[src/rtl/uart_pkg.sv]
// ---------------------------------------------------------------------------
// uart_pkg
// Constants shared by the UART transmitter and the autobaud/parity detector:
// parity-mode encoding, transmitter FSM state encoding, the minimum bit
// divisor and small parity helpers.
// ---------------------------------------------------------------------------
package uart_pkg;

    // Parity mode encoding as reported by the detector (2'b11 also means none)
    localparam logic [1:0] PAR_NONE = 2'b00;
    localparam logic [1:0] PAR_EVEN = 2'b01;
    localparam logic [1:0] PAR_ODD  = 2'b10;

    // Transmitter FSM state encoding
    localparam logic [2:0] ST_IDLE   = 3'd0;
    localparam logic [2:0] ST_START  = 3'd1;
    localparam logic [2:0] ST_DATA   = 3'd2;
    localparam logic [2:0] ST_PARITY = 3'd3;
    localparam logic [2:0] ST_STOP   = 3'd4;

    // Smallest usable bit period; the bit timer needs at least two clocks
    // per bit so that the "one clock before the end" decode always exists.
    localparam int unsigned DIV_MIN = 32'd2;

    // Latched per-frame framing options
    typedef struct packed {
        logic [1:0] mode;
        logic       stop2;
    } tx_cfg_t;

    // True when the mode inserts a parity bit
    function automatic logic parity_enabled(input logic [1:0] mode);
        return (mode == PAR_EVEN) || (mode == PAR_ODD);
    endfunction

    // Parity bit from the XOR of the data bits
    function automatic logic parity_bit(input logic [1:0] mode, input logic data_xor);
        logic bit_s;
        case (mode)
            PAR_EVEN: bit_s = data_xor;
            PAR_ODD:  bit_s = ~data_xor;
            default:  bit_s = 1'b0;
        endcase
        return bit_s;
    endfunction

endpackage

[src/rtl/uart_bit_timer.sv]
// ---------------------------------------------------------------------------
// uart_bit_timer
// Loadable down-counter that measures one bit period. Loading with div
// makes the following div clocks form one bit; bit_end is high in the last
// of them and bit_pre_end in the one before it.
//
// Ports:
//   clk, rst_n   - clock, asynchronous active-low reset
//   load         - reload the counter with div-1 at this edge
//   div          - bit period in clocks (caller guarantees div >= 2)
//   bit_end      - counter is 0: current clock is the last of the bit
//   bit_pre_end  - counter is 1: next clock is the last of the bit
// ---------------------------------------------------------------------------
module uart_bit_timer #(
    parameter int DIV_W = 16
) (
    input  logic             clk,
    input  logic             rst_n,
    input  logic             load,
    input  logic [DIV_W-1:0] div,
    output logic             bit_end,
    output logic             bit_pre_end
);

    logic [DIV_W-1:0] cnt_r;

    // Down-counter: reload on load, otherwise count towards zero and hold
    always_ff @(posedge clk or negedge rst_n) begin
        if (!rst_n) begin
            cnt_r <= {DIV_W{1'b0}};
        end else if (load) begin
            cnt_r <= div - {{(DIV_W-1){1'b0}}, 1'b1};
        end else if (cnt_r != {DIV_W{1'b0}}) begin
            cnt_r <= cnt_r - {{(DIV_W-1){1'b0}}, 1'b1};
        end else begin
            cnt_r <= cnt_r;
        end
    end

    assign bit_end     = (cnt_r == {DIV_W{1'b0}});
    assign bit_pre_end = (cnt_r == {{(DIV_W-1){1'b0}}, 1'b1});

endmodule

[src/rtl/uart_tx_cfg.sv]
// ---------------------------------------------------------------------------
// uart_tx_cfg
// Runtime-configurable UART transmitter. Bit period, parity mode and stop
// bit count are sampled together with the byte when a frame is accepted and
// stay fixed for that frame.
//
// Ports:
//   clk, rst_n    - clock, asynchronous active-low reset
//   baud_div      - clocks per bit (values below 2 are treated as 2)
//   parity_mode   - 00 none, 01 even, 10 odd, 11 none
//   stop2         - 1: two stop bits, 0: one stop bit
//   tx_start      - send request, taken when tx_ready is 1
//   din           - byte to send
//   tx_ready      - idle, a byte can be accepted
//   tx_done_tick  - high in the last clock of the frame
//   tx            - serial output, idle high, driven from a flop
// ---------------------------------------------------------------------------
module uart_tx_cfg
    import uart_pkg::*;
#(
    parameter int DBIT  = 8,
    parameter int DIV_W = 16
) (
    input  logic             clk,
    input  logic             rst_n,
    input  logic [DIV_W-1:0] baud_div,
    input  logic [1:0]       parity_mode,
    input  logic             stop2,
    input  logic             tx_start,
    input  logic [DBIT-1:0]  din,
    output logic             tx_ready,
    output logic             tx_done_tick,
    output logic             tx
);

    localparam int IDX_W = (DBIT > 1) ? $clog2(DBIT) : 1;
    localparam logic [IDX_W-1:0] IDX_LAST = IDX_W'(DBIT - 1);
    localparam logic [DIV_W-1:0] DIV_FLOOR = DIV_W'(DIV_MIN);

    logic [2:0]       state_r;
    logic [DBIT-1:0]  shreg_r;
    logic [IDX_W-1:0] bit_idx_r;
    logic             par_acc_r;
    logic             stop_cnt_r;
    tx_cfg_t          cfg_r;
    logic [DIV_W-1:0] div_r;
    logic             tx_r;
    logic             ready_r;
    logic             done_r;

    logic [DIV_W-1:0] div_clamped_s;
    logic [DIV_W-1:0] timer_div_s;
    logic             bit_end_s;
    logic             bit_pre_end_s;
    logic             last_stop_s;
    logic             frame_end_s;
    logic             accept_s;
    logic             timer_load_s;

    // Acceptance, bit-boundary and timer reload decisions
    always_comb begin
        if (baud_div < DIV_FLOOR) begin
            div_clamped_s = DIV_FLOOR;
        end else begin
            div_clamped_s = baud_div;
        end

        last_stop_s = (state_r == ST_STOP) && (stop_cnt_r == cfg_r.stop2);
        frame_end_s = last_stop_s && bit_end_s;

        // A request still high on the final edge of a frame is taken on that
        // edge, so the next start bit follows the stop bit with no idle gap.
        accept_s = tx_start && (ready_r || frame_end_s);

        if (accept_s) begin
            timer_div_s  = div_clamped_s;
            timer_load_s = 1'b1;
        end else begin
            timer_div_s  = div_r;
            timer_load_s = bit_end_s && (state_r != ST_IDLE) && !frame_end_s;
        end
    end

    uart_bit_timer #(
        .DIV_W (DIV_W)
    ) u_bit_timer (
        .clk         (clk),
        .rst_n       (rst_n),
        .load        (timer_load_s),
        .div         (timer_div_s),
        .bit_end     (bit_end_s),
        .bit_pre_end (bit_pre_end_s)
    );

    // Frame FSM with shift register, parity accumulator and registered outputs
    always_ff @(posedge clk or negedge rst_n) begin
        if (!rst_n) begin
            state_r    <= ST_IDLE;
            shreg_r    <= {DBIT{1'b0}};
            bit_idx_r  <= {IDX_W{1'b0}};
            par_acc_r  <= 1'b0;
            stop_cnt_r <= 1'b0;
            cfg_r      <= '{mode: PAR_NONE, stop2: 1'b0};
            div_r      <= DIV_FLOOR;
            tx_r       <= 1'b1;
            ready_r    <= 1'b1;
            done_r     <= 1'b0;
        end else begin
            // Raised one clock early so the pulse lands on the frame's last clock
            done_r <= last_stop_s && bit_pre_end_s;

            if (accept_s) begin
                state_r    <= ST_START;
                shreg_r    <= din;
                bit_idx_r  <= {IDX_W{1'b0}};
                par_acc_r  <= 1'b0;
                stop_cnt_r <= 1'b0;
                cfg_r      <= '{mode: parity_mode, stop2: stop2};
                div_r      <= div_clamped_s;
                tx_r       <= 1'b0;
                ready_r    <= 1'b0;
            end else begin
                case (state_r)
                    ST_IDLE: begin
                        tx_r    <= 1'b1;
                        ready_r <= 1'b1;
                    end
                    ST_START: begin
                        if (bit_end_s) begin
                            state_r   <= ST_DATA;
                            tx_r      <= shreg_r[0];
                            par_acc_r <= par_acc_r ^ shreg_r[0];
                            shreg_r   <= {1'b0, shreg_r[DBIT-1:1]};
                        end
                    end
                    ST_DATA: begin
                        if (bit_end_s) begin
                            if (bit_idx_r == IDX_LAST) begin
                                if (parity_enabled(cfg_r.mode)) begin
                                    state_r <= ST_PARITY;
                                    tx_r    <= parity_bit(cfg_r.mode, par_acc_r);
                                end else begin
                                    state_r    <= ST_STOP;
                                    stop_cnt_r <= 1'b0;
                                    tx_r       <= 1'b1;
                                end
                            end else begin
                                bit_idx_r <= bit_idx_r + {{(IDX_W-1){1'b0}}, 1'b1};
                                tx_r      <= shreg_r[0];
                                par_acc_r <= par_acc_r ^ shreg_r[0];
                                shreg_r   <= {1'b0, shreg_r[DBIT-1:1]};
                            end
                        end
                    end
                    ST_PARITY: begin
                        if (bit_end_s) begin
                            state_r    <= ST_STOP;
                            stop_cnt_r <= 1'b0;
                            tx_r       <= 1'b1;
                        end
                    end
                    ST_STOP: begin
                        if (bit_end_s) begin
                            if (last_stop_s) begin
                                state_r <= ST_IDLE;
                                tx_r    <= 1'b1;
                                ready_r <= 1'b1;
                            end else begin
                                stop_cnt_r <= 1'b1;
                            end
                        end
                    end
                    default: begin
                        state_r <= ST_IDLE;
                        tx_r    <= 1'b1;
                        ready_r <= 1'b1;
                    end
                endcase
            end
        end
    end

    assign tx           = tx_r;
    assign tx_ready     = ready_r;
    assign tx_done_tick = done_r;

endmodule

[config.mk]
export PLATFORM = sky130hd
export DESIGN_NAME = uart_tx_cfg
export DESIGN_NICKNAME = d
export VERILOG_FILES = /design/src/rtl/uart_pkg.sv /design/src/rtl/uart_bit_timer.sv /design/src/rtl/uart_tx_cfg.sv
export SDC_FILE = /design/constraint.sdc
export NUM_CORES = 1
export LEC_CHECK = 0
export CAP_MARGIN = 40
export CORE_MARGIN = 4
export CORE_UTILIZATION = 57
export CTS_BUF_LIST = sky130_fd_sc_hd__clkbuf_8
export CTS_CLUSTER_SIZE = 40
export DETAILED_ROUTE_END_ITERATION = 10
export GPL_ROUTABILITY_DRIVEN = 0
export GPL_TIMING_DRIVEN = 0
export HOLD_SLACK_MARGIN = 0.12
export PLACE_DENSITY = 0.87
export SYNTH_ARGS = -nofsm -noshare
export SYNTH_HDL_FRONTEND = slang
export SYNTH_SLANG_ARGS = --single-unit
[constraint.sdc]
create_clock -name clk -period 4.65 [get_ports clk]
set_input_delay 1.395 -clock clk [delete_from_list [all_inputs] [get_ports clk]]
set_output_delay 1.395 -clock clk [all_outputs]
set_load 0.02 [all_outputs]
==> run metrics <==
Avg WL per Cell=16.8 µm; max capacitance violation total=0; io pins=33; Fin Hold WS=0.531 ns; largest net degree at the start of global routing=32; CP max stage delay=0.46 ns; Setup crit end kind=flip-flop; synth warn=0; cts-stage hold buffer count=0; die span in x=84.6 µm; final setup vio count=0; die height=84.6 µm; CTS tree=built; DIE AREA=7150 µm²; root buffer cell=clkbuf_8; flops & latches, synth=54; cell total after placement=462; Via Count=2850; top cell type by total area after synthesis=dfrtp_1; worst path required time=4.89 ns; top cells by area, synth=dfrtp_1 38%, xnor2_1 6.0%, nand2_1 4.7%, mux2_2 4.4%, nor2_1 4.0%; CP Launch Type=input port; initial antenna violation count=0; clock buffer depth=2; 1st-iter DRT viols=181; origin of the critical flop-to-flop path=u_bit_timer.cnt_r[11]$_DFFE_PN0P_; VDD IR-drop max=0.000263 V; Avg Cell Area, Syn=9.36 µm²; final hold violation count=0; clock-pin slew on the worst setup and hold paths=0.11 ns; CORE AREA=5610 µm²; Relative slew margins=57.2%; critical path data arrival time=4.61 ns; cell area after synthesis=3340 µm²; initial core utilization=59.6%; setup_tns=0 ns; clk_lat worst skew=0.32 ns; power per cell area=513 nW/µm²; clk sinks=54; Layout area overhead=15.3%; final slew viol count=0; vias in the first global route=2743; first-pass GRT wire length=12800 µm; Final Critical Period=4.37 ns; GRT Residual Overflow=0; hold crit path type=reg2reg; Fmax=229 MHz; Finished Cell Area=3850 µm²; status=complete, no violations; worst slew pin tran=0.637 ns; Synth Flop Type=dfrtp_1; synth unique cells=58; Crit. Startpoint=baud_div[13]; Placed Area=3770 µm²; Setup CP Type=in2reg; TritonRoute pass-1 iters=5; Synth top area share=38.2%; CP most frequent cell=nand4b_1; Worst Skew=0.0134 ns; PortBufs=32; Diodes inserted=0; final period utilization=94.1%; drc violations=0; nets=435; Worst Hold Launch=div_r[15]$_DFF_PN0_; cells resized by post-CTS repair=0; fin cells=470; dpl hpwl=5890 µm; Rows=27; Routed Wire Length=7880 µm; Mapped Cells=357; Setup Fix Bufs, Post-CTS=0; syn_nets=395; worst-path fanout max=7; Leak=1.53 nW; H-tree levels=2; crit path cell chain=clkdlybuf4s50_1 -> or3_1 -> nand4b_1 -> o311ai_0 -> o21ai_1 -> inv_1 -> ha_1 -> clkbuf_1 -> nand4b_1 -> nor4_1 -> xor2_1 -> nand2_1 -> o221ai_1; CP max stage cell=clkdlybuf4s50_1; share of cells above drive strength 1=10.6%; GRT Total Usage=22.0%; RSZ-0062 raised after global routing=no; remaining antenna violation count=0; vias per cell=6.06; TritonCTS buffer count=5; ys async rst share=100%; Post-synth EDFFs=0; sequential share of the synthesized area=40.5%; Core Util, Final=68.7%
==> Yosys cell counts, types with 6 or more instances <==
| library cell | instances |
|---|---|
| a21oi_1 | 11 |
| a31oi_1 | 9 |
| clkbuf_1 | 6 |
| dfrtp_1 | 51 |
| ha_1 | 8 |
| inv_1 | 10 |
| mux2_2 | 13 |
| mux2i_1 | 7 |
| nand2_1 | 42 |
| nor2_1 | 36 |
| nor3_1 | 17 |
| nor4_1 | 7 |
| o21ai_0 | 13 |
| or3_1 | 10 |
| xnor2_1 | 23 |
| xor2_1 | 15 |
==> metal layers <==
metal / vias to the layer above / part of all wire (%) / GRT usage (%)
met5: - / 0 / 0
met4: 0 / 2.5 / 7.48
met3: 21 / 5.8 / 3.53
met2: 110 / 49 / 38.0
met1: 1353 / 43 / 28.0
li1: 1366 / - / -
==> power breakdown <==
group | internal (mW) | total, mW | switching (mW)
combinational | 0.396 | 0.814 | 0.418
clock | 0.106 | 0.265 | 0.159
sequential | 0.679 | 0.899 | 0.220
total | 1.18 | 1.98 | 0.797
==> sequential cells by signal, indices dropped and copies added, names as in the netlist <==
signal,count
bit_idx_r,3
cfg_r,3
div_r,16
par_acc_r,1
shreg_r,8
state_r,3
stop_cnt_r,1
tx,1
tx_done_tick,1
tx_ready,1
u_bit_timer.cnt_r,16
==> final timing paths <==
kind,end,slack (ns),depth (start not counted)
setup / recovery,u_bit_timer.cnt_r[10]$_DFFE_PN0P_,0.28,13
hold / removal,div_r[15]$_DFF_PN0_,0.53,2
setup reg to reg,u_bit_timer.cnt_r[10]$_DFFE_PN0P_,1.04,13
hold reg to reg,div_r[15]$_DFF_PN0_,0.53,2
max in group asynchronous,tx_ready$_DFFE_PN1P_,2.97,2
min in group asynchronous,div_r[15]$_DFF_PN0_,1.06,1
==> layout make-up <==
type | count | area (µm²)
fill | 478 | 1750
clock buffer | 5 | 68.8
clock inverter | 3 | 17.5
tap | 72 | 90.1
sequential | 54 | 1360
timing repair buffer | 33 | 335
inverter | 11 | 41.3
multi-input combinational | 278 | 1870
buffer | 14 | 73.8
==> through the flow <==
| step | worst slack (ns) | power [mW] |
|---|---|---|
| after detailed placement | 0.00676 | 1.70 |
| after floorplan | 0.986 | 1.47 |
| after global routing | 0.0599 | 2.12 |
| final | 0.276 | 1.98 |
| after CTS | 0.325 | 1.97 |
| after global placement | 0.0966 | 1.65 |
==> kinds of logic after synthesis <==
logic type               after synthesis  share of synthesized area, %
flip-flops                            54                          40.5
AO/OA/AOI/OAI                         68                          13.8
adder cells (fa/ha/maj)                8                          3.00
multiplexers                          21                          6.81
AND/OR/NAND/NOR                      143                          22.5
XOR/XNOR                              38                          9.96
buffers and inverters                 25                          3.44
==> placed cells by master (no fill, tap or decap), types with 4 or more instances in the layout <==
master           netlist  layout
xnor2_1               23      23
o21ai_1                4       4
xor2_1                15      15
clkbuf_1               6       6
ha_1                   8       8
nand3_1                5       5
inv_1                 10      11
a31oi_1                9       9
clkbuf_8               0       5
a22oi_1                4       4
nor3_1                17      17
o221ai_1               5       5
mux2i_1                7       7
nor2_1                36      36
nand4b_1               4       4
nor4_1                 7       7
or3_1                 10      10
dfrtp_1               51      51
mux2_2                13      13
a21oi_1               11      11
o21ai_0               13      13
clkdlybuf4s50_1        0      31
buf_2                  5       6
nand2_1               42      42
==> worst max-delay path, delay by kind of cell <==
family	cells	cell delay, ns
fa+ha+maj	1	0.14
compound gates	3	0.64
buf+inv	3	0.85
xor+xnor	1	0.20
simple gates	5	1.40
Note: power is estimated with default switching activity, not from simulation.
